$ cat src/rtl/add_driver.sv
`default_nettype none
// +----------------------------------------------------------------------+
// | add_driver: issues operand beats to an adder and checks the results. |
// | Optional cycle counter: ADD_DRIVER_CYCLE_COUNT_EN.  Rev 1.0          |
// +----------------------------------------------------------------------+
module add_driver #(
  parameter int LANES   = 1,
  parameter int MAX_OUT = 4
) (
  input  logic                  clock,
  input  logic                  reset,
  input  logic                  start,
  input  logic [15:0]           num,
  output logic                  op_valid,
  input  logic                  op_ready,
  output logic [32*LANES-1:0]   op_a,
  output logic [32*LANES-1:0]   op_b,
  input  logic                  res_valid,
  output logic                  res_ready,
  input  logic [32*LANES-1:0]   res_y,
  output logic                  busy,
  output logic                  done,
  output logic [15:0]           err_count,
  output logic [31:0]           cycles
);

  localparam logic [1:0] c_st_idle  = 2'd0;
  localparam logic [1:0] c_st_run   = 2'd1;
  localparam logic [1:0] c_st_drain = 2'd2;
  localparam logic [1:0] c_st_done  = 2'd3;
  localparam logic [3:0] c_max_out  = 4'(MAX_OUT);

  logic [1:0]  r_state;
  logic [15:0] r_num;
  logic [15:0] r_send;
  logic [15:0] r_recv;
  logic [15:0] r_err;
  logic [3:0]  r_out;

  logic        w_start_ok;
  logic        w_op_fire;
  logic        w_res_fire;
  logic        w_last_op;
  logic [16:0] w_mis;
  logic [16:0] w_err_sum;
  logic [15:0] w_err_next;

  assign w_start_ok = start && ((r_state == c_st_idle) || (r_state == c_st_done));
  // op_valid can only fall through an accept, so the offered beat holds until taken
  assign op_valid   = (r_state == c_st_run) && (r_send < r_num) && (r_out < c_max_out);
  assign res_ready  = (r_state == c_st_run) || (r_state == c_st_drain);
  assign busy       = res_ready;
  assign done       = (r_state == c_st_done);
  assign err_count  = r_err;
  assign w_op_fire  = op_valid && op_ready;
  assign w_res_fire = res_valid && res_ready;
  assign w_last_op  = w_op_fire && (r_send == (r_num - 16'd1));

  always_comb begin
    op_a = '0;
    op_b = '0;
    if (op_valid) begin
      for (int i = 0; i < LANES; i++) begin
        op_a[32*i +: 32] = {16'd0, r_send} + 32'(i);
        op_b[32*i +: 32] = {16'd0, r_send} * 32'd3;
      end
    end
  end

  always_comb begin
    w_mis = '0;
    for (int i = 0; i < LANES; i++) begin
      if (res_y[32*i +: 32] != ({14'd0, r_recv, 2'b00} + 32'(i))) begin
        w_mis = w_mis + 17'd1;
      end
    end
    w_err_sum  = {1'b0, r_err} + w_mis;
    w_err_next = w_err_sum[16] ? 16'hFFFF : w_err_sum[15:0];
  end

  always_ff @(posedge clock or posedge reset) begin
    if (reset) begin
      r_state <= c_st_idle;
      r_num   <= '0;
      r_send  <= '0;
      r_recv  <= '0;
      r_err   <= '0;
      r_out   <= '0;
    end else begin
      if (w_op_fire) begin
        r_send <= r_send + 16'd1;
      end
      if (w_res_fire) begin
        r_recv <= r_recv + 16'd1;
        r_err  <= w_err_next;
      end
      if (w_op_fire && !w_res_fire) begin
        r_out <= r_out + 4'd1;
      end else if (!w_op_fire && w_res_fire && (r_out != 4'd0)) begin
        r_out <= r_out - 4'd1;
      end

      case (r_state)
        c_st_idle, c_st_done: begin
          if (w_start_ok) begin
            r_num   <= num;
            r_send  <= '0;
            r_recv  <= '0;
            r_err   <= '0;
            r_out   <= '0;
            r_state <= (num != 16'd0) ? c_st_run : c_st_done;
          end
        end
        c_st_run: begin
          if (w_last_op) begin
            r_state <= c_st_drain;
          end
        end
        c_st_drain: begin
          if (r_out == 4'd0) begin
            r_state <= c_st_done;
          end
        end
        default: r_state <= c_st_idle;
      endcase
    end
  end

`ifdef ADD_DRIVER_CYCLE_COUNT_EN
  logic [31:0] r_cycles;

  always_ff @(posedge clock or posedge reset) begin
    if (reset) begin
      r_cycles <= '0;
    end else if (w_start_ok) begin
      r_cycles <= '0;
    end else if (busy) begin
      r_cycles <= r_cycles + 32'd1;
    end
  end

  assign cycles = r_cycles;
`else
  assign cycles = '0;
`endif

endmodule
`default_nettype wire

$ cat config.mk
export PLATFORM = sky130hd
export DESIGN_NAME = add_driver
export DESIGN_NICKNAME = d
export VERILOG_FILES = /design/src/rtl/add_driver.sv
export SDC_FILE = /design/constraint.sdc
export NUM_CORES = 1
export LEC_CHECK = 0
export BUFFER_PORTS_ARGS = -buffer_cell sky130_fd_sc_hd__buf_2
export CAP_MARGIN = 30
export CORE_MARGIN = 3
export CORE_UTILIZATION = 25
export CTS_BUF_LIST = sky130_fd_sc_hd__clkbuf_4 sky130_fd_sc_hd__clkbuf_8
export DETAILED_ROUTE_END_ITERATION = 6
export GPL_TIMING_DRIVEN = 0
export PLACE_DENSITY = 0.48
export SLEW_MARGIN = 40
export SYNTH_ARGS = -nofsm -noshare
export SYNTH_HDL_FRONTEND = slang
export SYNTH_SLANG_ARGS = --single-unit
$ cat constraint.sdc
create_clock -name clock -period 3.2 [get_ports clock]
set_clock_uncertainty 0.1 [all_clocks]
set_input_delay 0.48 -clock clock [delete_from_list [all_inputs] [get_ports clock]]
set_output_delay 0.48 -clock clock [all_outputs]
set_load 0.005 [all_outputs]
### Word-level counts from Yosys, hierarchy flattened

Index checks and enable logic that the tools add are counted.

| storage, ports and cells | value |
|---|---|
| register bits | 70 |

| cells by class | value |
|---|---|
| add/sub/neg operators | 6 |
| multiply operators | 1 |
| magnitude comparators | 2 |
| equal/unequal tests | 8 |
| muxes and demuxes | 22 |
| reductions and logical operators | 20 |

Operators with widths:

| kind | count |
|---|---|
| $mux 16 | 11 |
| $add 16x1->16 const B | 2 |
| $ne 32x18->1 | 1 |
| $mul 16x2->18 const B | 1 |
| $mux 18 | 1 |
| $add 16x17->17 | 1 |
| $eq 16x16->1 | 1 |
| $lt 16x16->1 | 1 |
| $mux 4 | 4 |
| $reduce_bool 16->1 | 1 |
| $sub 16x1->16 const B | 1 |
| $logic_and 1x1->1 | 9 |
| $mux 2 | 4 |
| $pmux 2 s3 | 1 |
| $add 4x1->4 const B | 1 |
| $eq 2x2->1 const B | 2 |
| $logic_not 4->1 | 1 |
| $lt 4x3->1 const B | 1 |
| $ne 2x2->1 const B | 2 |
| $reduce_bool 4->1 | 1 |
| $sub 4x1->4 const B | 1 |
| $reduce_and 3->1 | 1 |
| $eq 2x1->1 const B | 1 |
| $logic_not 1->1 | 2 |
| 6 further kinds | 7 |

### Longest topological paths before layout

Gate-level depths: netlist (run 1).

| depth | value |
|---|---|
| depth in word-level cells | 11 |
| depth in mapped cells | 12 |
| depth with buffers taken out | 12 |

### Worst setup path before layout (run 1)

No wires, ideal clock.

| timing path | value |
|---|---|
| path kind | register to output |
| from | register r_send[13] |
| to | output port op_b[0] |
| data arrival time | 2353 ps |
| required time | 2620 ps |
| path slack | 267 ps |
| stages on the path, launching flop included | 10 |
| cell sequence | dfrtp_1 > ha_1 > nand4_1 > or3_1 > a21oi_1 > or4_1 > clkbuf_1 > clkbuf_1 > nor2_1 > buf_4 |

| between the ends | value |
|---|---|
| longest elaborated chain between the ends | 4 |

RTL lines:

| item | RTL line | source |
|---|---|---|
| start, declared | 35 | `logic [15:0] r_send;` |
| start signal, assigned | 91 | `r_send <= r_send + 16'd1;` |
| $lt 16x16->1 | 50 | `assign op_valid = (r_state == c_st_run) && (r_send < r_num) && (r_out < c_max_out);` |
| $logic_and 1x1->1 (2 in a row) | 50 |  |
| $mux 18 | 62 | `if (op_valid) begin` |
| end, declared | 17 | `output logic [32*LANES-1:0] op_b,` |

No other way between the ends.

### Final worst setup path (run 1)

| timing path | value |
|---|---|
| from | register r_send[14] |
| to | register r_send[14] |

| between the ends | value |
|---|---|
| longest elaborated chain between the ends | 7 |
| elaborated cells between the ends (all ways) | 8 |
| classes of those cells | 1 x add/sub; 1 x order compare; 3 x mux; 3 x reduce/logical |

RTL lines:

| item | RTL line | source |
|---|---|---|
| $lt 16x16->1 | 50 |  |
| $logic_and 1x1->1 (2 in a row) | 50 |  |
| $logic_and 1x1->1 | 55 | `assign w_op_fire = op_valid && op_ready;` |
| $mux 16 * | 90 | `if (w_op_fire) begin` |
| $mux 16 | 105 | `if (w_start_ok) begin` |
| $mux 16 * | 103 | `case (r_state)` |

Mark *: on every way between the ends. The rest lies on a longest branch, timed or not.
A chain may end at the register's enable or synchronous reset.

==> impl_metrics.ini, run 1 <==
[floorplanning]
core-area_sq_um = 22230
std_cell_rows = 54
ioPinCount = 169
die_x_um = 157.6
fp.dieH_um = 157.6
die_area_sq_um = 24850
start_util = 0.2586

[final_layout]
areaGrowthSynthToFinish_pct = 45.46
finalNonFillerCells = 1220
final_util = 0.3762
antennaDiodeCount = 0
nets = 1032
drive_gt1_frac = 0.4021

[sta]
fmax_mhz = 304.9
finalSetupViolations = 10
setup_ws_ns = -0.07924
slew_violations = 0
relSlewSlack = 0.5537
min_period_ns = 3.279
max_slew.worst_pin.slew_ns = 0.6633
period_share = 1.025
finalHoldViolations = 0
fin_hold_ws_ns = 0.2519
rsz0062_at_grt = yes

[global_route]
antenna_found_initial = 2
grt_pass1_vias = 5263
grt-ovfl-total = 0
grt_pass1_wl_um = 27570
grt_usage = 0.1383
grt_start_max_net_pins = 54

[worst_setup_path]
slowest_delay_ns = 0.44
startpoint = r_send[14]$_DFF_PP0_
cp_max_fo = 6
reg2reg_depth = 17
arrival_ns = 3.41
startpoint_type = flip-flop
worstSetupPathType = reg -> reg
crit_top_cell = buf_4
end_kind = flip-flop
cpMaxStageDelayCell = dfrtp_2
r2r-start = r_send[14]$_DFF_PP0_
worst_ep_required_time_ns = 3.33
crit_path_cell_trace = ha_4, nand4_1, buf_4, buf_4, buf_4, buf_4, buf_4, buf_4, buf_4, buf_4, o21ba_2, nor4bb_1, buf_4, buf_12, and3_4, and3_4, mux2i_1

[hold_path]
hp-class = in -> reg
worstHoldPathCells = 3
hold_start = num[4]

[routing]
vias = 5461
drcViolationCount = 0
wl_um = 17550
drt.antenna.violating_nets = 0
dr.pass1.iters = 4
wl_per_cell_um = 14.39
avgViaCountPerCell = 4.476
first_iter_violations = 253

[placed_design]
portBuffers = 106
gp_congestion = 0.8151
dp_cells = 1133
hpwl_um = 12990

[synthesis]
synth_area_leaders = dfrtp_1 30%, ha_1 9.1%, buf_4 8.4%, xor2_1 7.5%, nand2_1 4.0%
seq_area_frac_synth = 0.3047
synth_top_area_share = 0.3047
yosys.area.top_type = dfrtp_1
yosys.cell_types.count = 61
synth_ff_type = dfrtp_1
avgSynthCellArea_sq_um = 8.393
yosys_warnings = 0
netlist_top_cells_count = 70 x dfrtp_1, 64 x buf_4, 61 x nand2_1
synth_edf_count = 0
async_flop_share = 1.000
synth.most_common_cell = dfrtp_1
synth_area_sq_um = 5749
ys_ff_latch = 70
postSynthCellCount = 685

[clock_tree]
clock_latency_ns = 0.35
cts_inserted_buffers = 9
cts-root-buf = clkbuf_8
htreeDepth = 3
cts_buffer_depth = 2
cts_sinks = 70
cts_tree = done
clk_pin_slew_worst_paths_ns = 0.09

[power_and_ir_drop]
p_per_area_nw_per_um2 = 597.4
total_power_mw = 4.996
p_leak_nw = 4.105
ir_worst_vdd_uv = 280.9

[run]
max_cap_viol_count = 0

[outcome]
status = finished, violations left
violations = negative setup slack
## critical path: cells and delay by family (launching register included)
family | cells | cell delay, ns
multiplexers | 1 | 0.11
flip-flops | 1 | 0.44
AO/OA/AOI/OAI | 1 | 0.20
adder cells (fa/ha/maj) | 1 | 0.27
buffers and inverters | 10 | 1.35
AND/OR/NAND/NOR | 4 | 0.69
## registers in the layout (all words and copies together) (netlist names)
register	flops
r_send	16
err_count	16
r_num	16
r_state	2
r_out	4
r_recv	16
## final cells by class
class | count | area, sq um
multi-input cells | 558 | 3988
flip-flops and latches | 70 | 1774
clock inverters | 6 | 111.4
well taps | 280 | 350.3
inverters | 36 | 157.7
repair buffers | 179 | 1226
plain buffers | 82 | 631.9
clock buffers | 9 | 123.9
fillers | 2294 | 13870
## cell usage in the layout, fill, tap and decap left out, drive strengths merged, types with 4 or more instances in the layout
cell and count:
dfrtp 70, xor2 49, xnor2 25, nand4 23, and3 11, a31oi 6
conb 62, o31ai 4, buf 246, a21oi 36, o21a 4, and2 17
mux2i 5, nand3 15, nor2 61, nor4 15, nor3 14, o21ai 42
inv 35, nor2b 5, ha 42, a211oi 8, clkbuf 23, or3 8
nand2 62
## kinds of logic after synthesis
kind of cell | after synthesis | synth area share
other | 1 | 0.0006523
DFF | 70 | 0.3047
buffers and inverters | 118 | 0.1208
AOI/OAI and AO/OA | 123 | 0.1343
xor gates and xnor gates | 74 | 0.1127
muxes | 5 | 0.008705
adders and majority gates | 43 | 0.09489
and+or+nand+nor | 251 | 0.2233
## through the flow
stage | area (sq um) | worst slack, ns | TNS, ns
final | 8363 | -0.07924 | -0.3587
after CTS | 7757 | -0.07624 | -0.2399
after global routing | 8363 | -0.2156 | -3.446
after detailed placement | 6892 | -0.5443 | -6.083
after floorplan | 5978 | 0.2675 | 0
after global placement | 6859 | -0.5223 | -29.58
## power by group
part	switching, mW	internal (mW)
clock network	0.356	0.514
registers	0.209	1.07
logic	1.52	1.32
total	2.09	2.91
## final timing paths
| path | end | slack, ns |
|---|---|---|
| setup / recovery | r_send[14]$_DFF_PP0_ | -0.08 |
| hold / removal | r_num[4]$_DFFE_PP0P_ | 0.25 |
| setup reg to reg | r_send[14]$_DFF_PP0_ | -0.08 |
| hold reg to reg | r_out[2]$_DFF_PP0_ | 0.46 |
| max in group asynchronous | r_send[0]$_DFF_PP0_ | 1.92 |
| min in group asynchronous | r_recv[14]$_DFF_PP0_ | 0.52 |
## layer usage
| layer | wire length, um | track usage | vias up |
|---|---|---|---|
| met5 | 23 | 0 | - |
| li1 | - | - | 2766 |
| met3 | 1027 | 0.03335 | 14 |
| met4 | 102 | 0.02149 | 4 |
| met2 | 8723 | 0.2445 | 141 |
| met1 | 7674 | 0.1745 | 2536 |
## repair_timing
item | CTS | global route
setup buffers | 50 | 19
gates cloned | 0 | 2
hold buffers | 1 | 0
gates resized for setup | 70 | 95
setup endpoints to repair | 35 | 46
endpoints found under the hold margin | 17 | 0
pin swaps | 13 | 33
(Power assumes the default switching activity.)
==> inputs of run 2 (changes only) <==
- PLACE_DENSITY: 0.48 -> 0.54
- REMOVE_ABC_BUFFERS: not set -> 1
==> impl_metrics.ini, run 2 (synthesis results as in run 1) <==
[outcome]
status = finished, violations left
violations = negative setup slack

[routing]
dr.pass1.iters = 5
wl_um = 16200
vias = 5206
wl_per_cell_um = 14.41
drcViolationCount = 0
avgViaCountPerCell = 4.632
drt.antenna.violating_nets = 0
first_iter_violations = 277

[worst_setup_path]
slowest_delay_ns = 0.63
cp_max_fo = 6
worst_ep_required_time_ns = 2.62
worstSetupPathType = reg -> out
reg2reg_depth = 10
cpMaxStageDelayCell = or4_4
cp_top_family = simple AND/OR/NAND/NOR gates
crit_buf_inv = 2
crit_path_cell_trace = inv_2, ha_4, a21oi_1, o21a_1, nor2_1, or4_4, nor4b_4, mux2i_1, o311ai_2, buf_2
end_kind = output pin
endpoint = op_b[16]
arrival_ns = 2.73
r2r-start = r_num[11]$_DFFE_PP0P_
startpoint = r_num[11]$_DFFE_PP0P_
path_depth = 10
rr_endpoint = r_state[0]$_DFFE_PP0P_
startpoint_type = flip-flop
r2r_slack_ns = 0.19

[floorplanning]
std_cell_rows = 54
die_x_um = 157.6
core-area_sq_um = 22230
start_util = 0.2586
ioPinCount = 169
fp.dieH_um = 157.6
die_area_sq_um = 24850

[power_and_ir_drop]
power_frac_clock = 0.195
internal_power_mw = 2.467
switching_share = 0.4268
p_per_area_nw_per_um2 = 590.4
p_leak_nw = 3.516
comb_power_share = 0.509
power_frac_seq = 0.296
p_sw_mw = 1.837
ir_worst_vdd_uv = 456.2

[final_layout]
most-common-layout-cells = 106 x buf_2, 62 x conb_1, 61 x nand2_1
nets = 935
final_common_cell = buf_2
antennaDiodeCount = 0
finalNonFillerCells = 1124
drive_gt1_frac = 0.2986
areaGrowthSynthToFinish_pct = 26.79

[sta]
rsz0062_at_grt = yes
fin_hold_ws_ns = 0.2455
setup_ws_ns = -0.1138
min_period_ns = 3.314
finalSetupViolations = 7
fmax_mhz = 301.8
period_share = 1.036
finalHoldViolations = 0
slew_violations = 0
relSlewSlack = 0.5957
max_slew.worst_pin.slew_ns = 0.6038

[clock_tree]
htreeDepth = 3
clk_pin_slew_worst_paths_ns = 0.08
clock_latency_ns = 0.36
cts_tree = done
cts_inserted_buffers = 9
cts_sinks = 70
cts_buffer_depth = 2
cts-root-buf = clkbuf_8

[global_route]
grt_start_max_net_pins = 48
grt_pass1_vias = 4902
use_met1 = 0.1685
grt_most_used_layer = met2
use_met2 = 0.2056
antenna_found_initial = 4
grt-ovfl-total = 0
grt_pass1_wl_um = 25220
grt_usage = 0.1270
grt_util_met3 = 0.04292

[hold_path]
hp-class = in -> reg

[run]
max_cap_viol_count = 0

[placed_design]
dp_cells = 1054
portBuffers = 106
hpwl_um = 11560
gp_congestion = 0.8261
run 2: how the worst min path moves through the flow:
stage / from / endpoint / slack (ns) / depth (start not counted)
2_1_floorplan: r_out[2]$_DFF_PP0_ / r_out[2]$_DFF_PP0_ / 0.40 / 1
3_3_place_gp: r_out[2]$_DFF_PP0_ / r_out[2]$_DFF_PP0_ / 0.45 / 1
3_5_place_dp: reset / err_count[13]$_DFF_PP0_ / 0.41 / 2
4_1_cts: num[5] / r_num[5]$_DFFE_PP0P_ / 0.22 / 3
5_1_grt: num[4] / r_num[4]$_DFFE_PP0P_ / 0.22 / 3
6_report: num[2] / r_num[2]$_DFFE_PP0P_ / 0.25 / 3
run 2: worst register-to-register path, cell delays in order, from the launching register on:
cell     delay (ns)
dfrtp_1        0.40
inv_2          0.11
ha_4           0.22
a21oi_1        0.16
o21a_1         0.16
nor2_1         0.09
or4_4          0.63
inv_4          0.19
nand2_1        0.14
o41ai_2        0.51
mux2i_1        0.24
run 2: stage by stage:
stage	instance area (sq um)	setup TNS, ns	util	total power [mW]	setup WS, ns
CTS	7116	-0.5209	0.3201	4.232	-0.1889
detailed placement	6380	-17.39	0.2870	3.125	-0.7971
finish	7289	-0.3620	0.3279	4.304	-0.1138
floorplan	5419	-4.904	-	2.513	-0.4153
global route	7289	-2.977	0.3279	4.678	-0.2596
global placement	6300	-70.44	0.2834	3.054	-1.971
run 2: routing by layer:
metal / vias up / routed length (um) / part of all wire
met4: 8 / 129 / 0.0080
li1: 2575 / - / -
met2: 159 / 7583 / 0.47
met5: - / 44 / 0.0027
met1: 2445 / 7228 / 0.45
met3: 19 / 1213 / 0.075
run 2: final cells by class:
cell class,instances,area [sq um]
Clock buffer,11,151.4
Clock inverter,5,81.33
Fill cell,2357,14940
Inverter,36,142.6
Multi-Input combinational cell,560,3795
Sequential cell,70,1774
Tap cell,280,350.3
Timing Repair Buffer,162,994.7
run 2: power groups by stage:
stage	logic (mW)	registers, mW	clock network (mW)
2_1_floorplan	1.25	1.26	0
3_3_place_gp	1.75	1.31	0
3_5_place_dp	1.81	1.31	0
4_1_cts	2.09	1.27	0.867
5_1_grt	2.46	1.30	0.911
6_report	2.19	1.27	0.840
run 2: timing repair:
| item | CTS | global route |
|---|---|---|
| cloned | 1 | 1 |
| hold endpoints to repair | 6 | 0 |
| pin swaps | 14 | 17 |
| endpoints found under the setup margin | 38 | 32 |
| gates resized for setup | 50 | 23 |
| hold buffers | 1 | 0 |
| setup buffers | 44 | 7 |
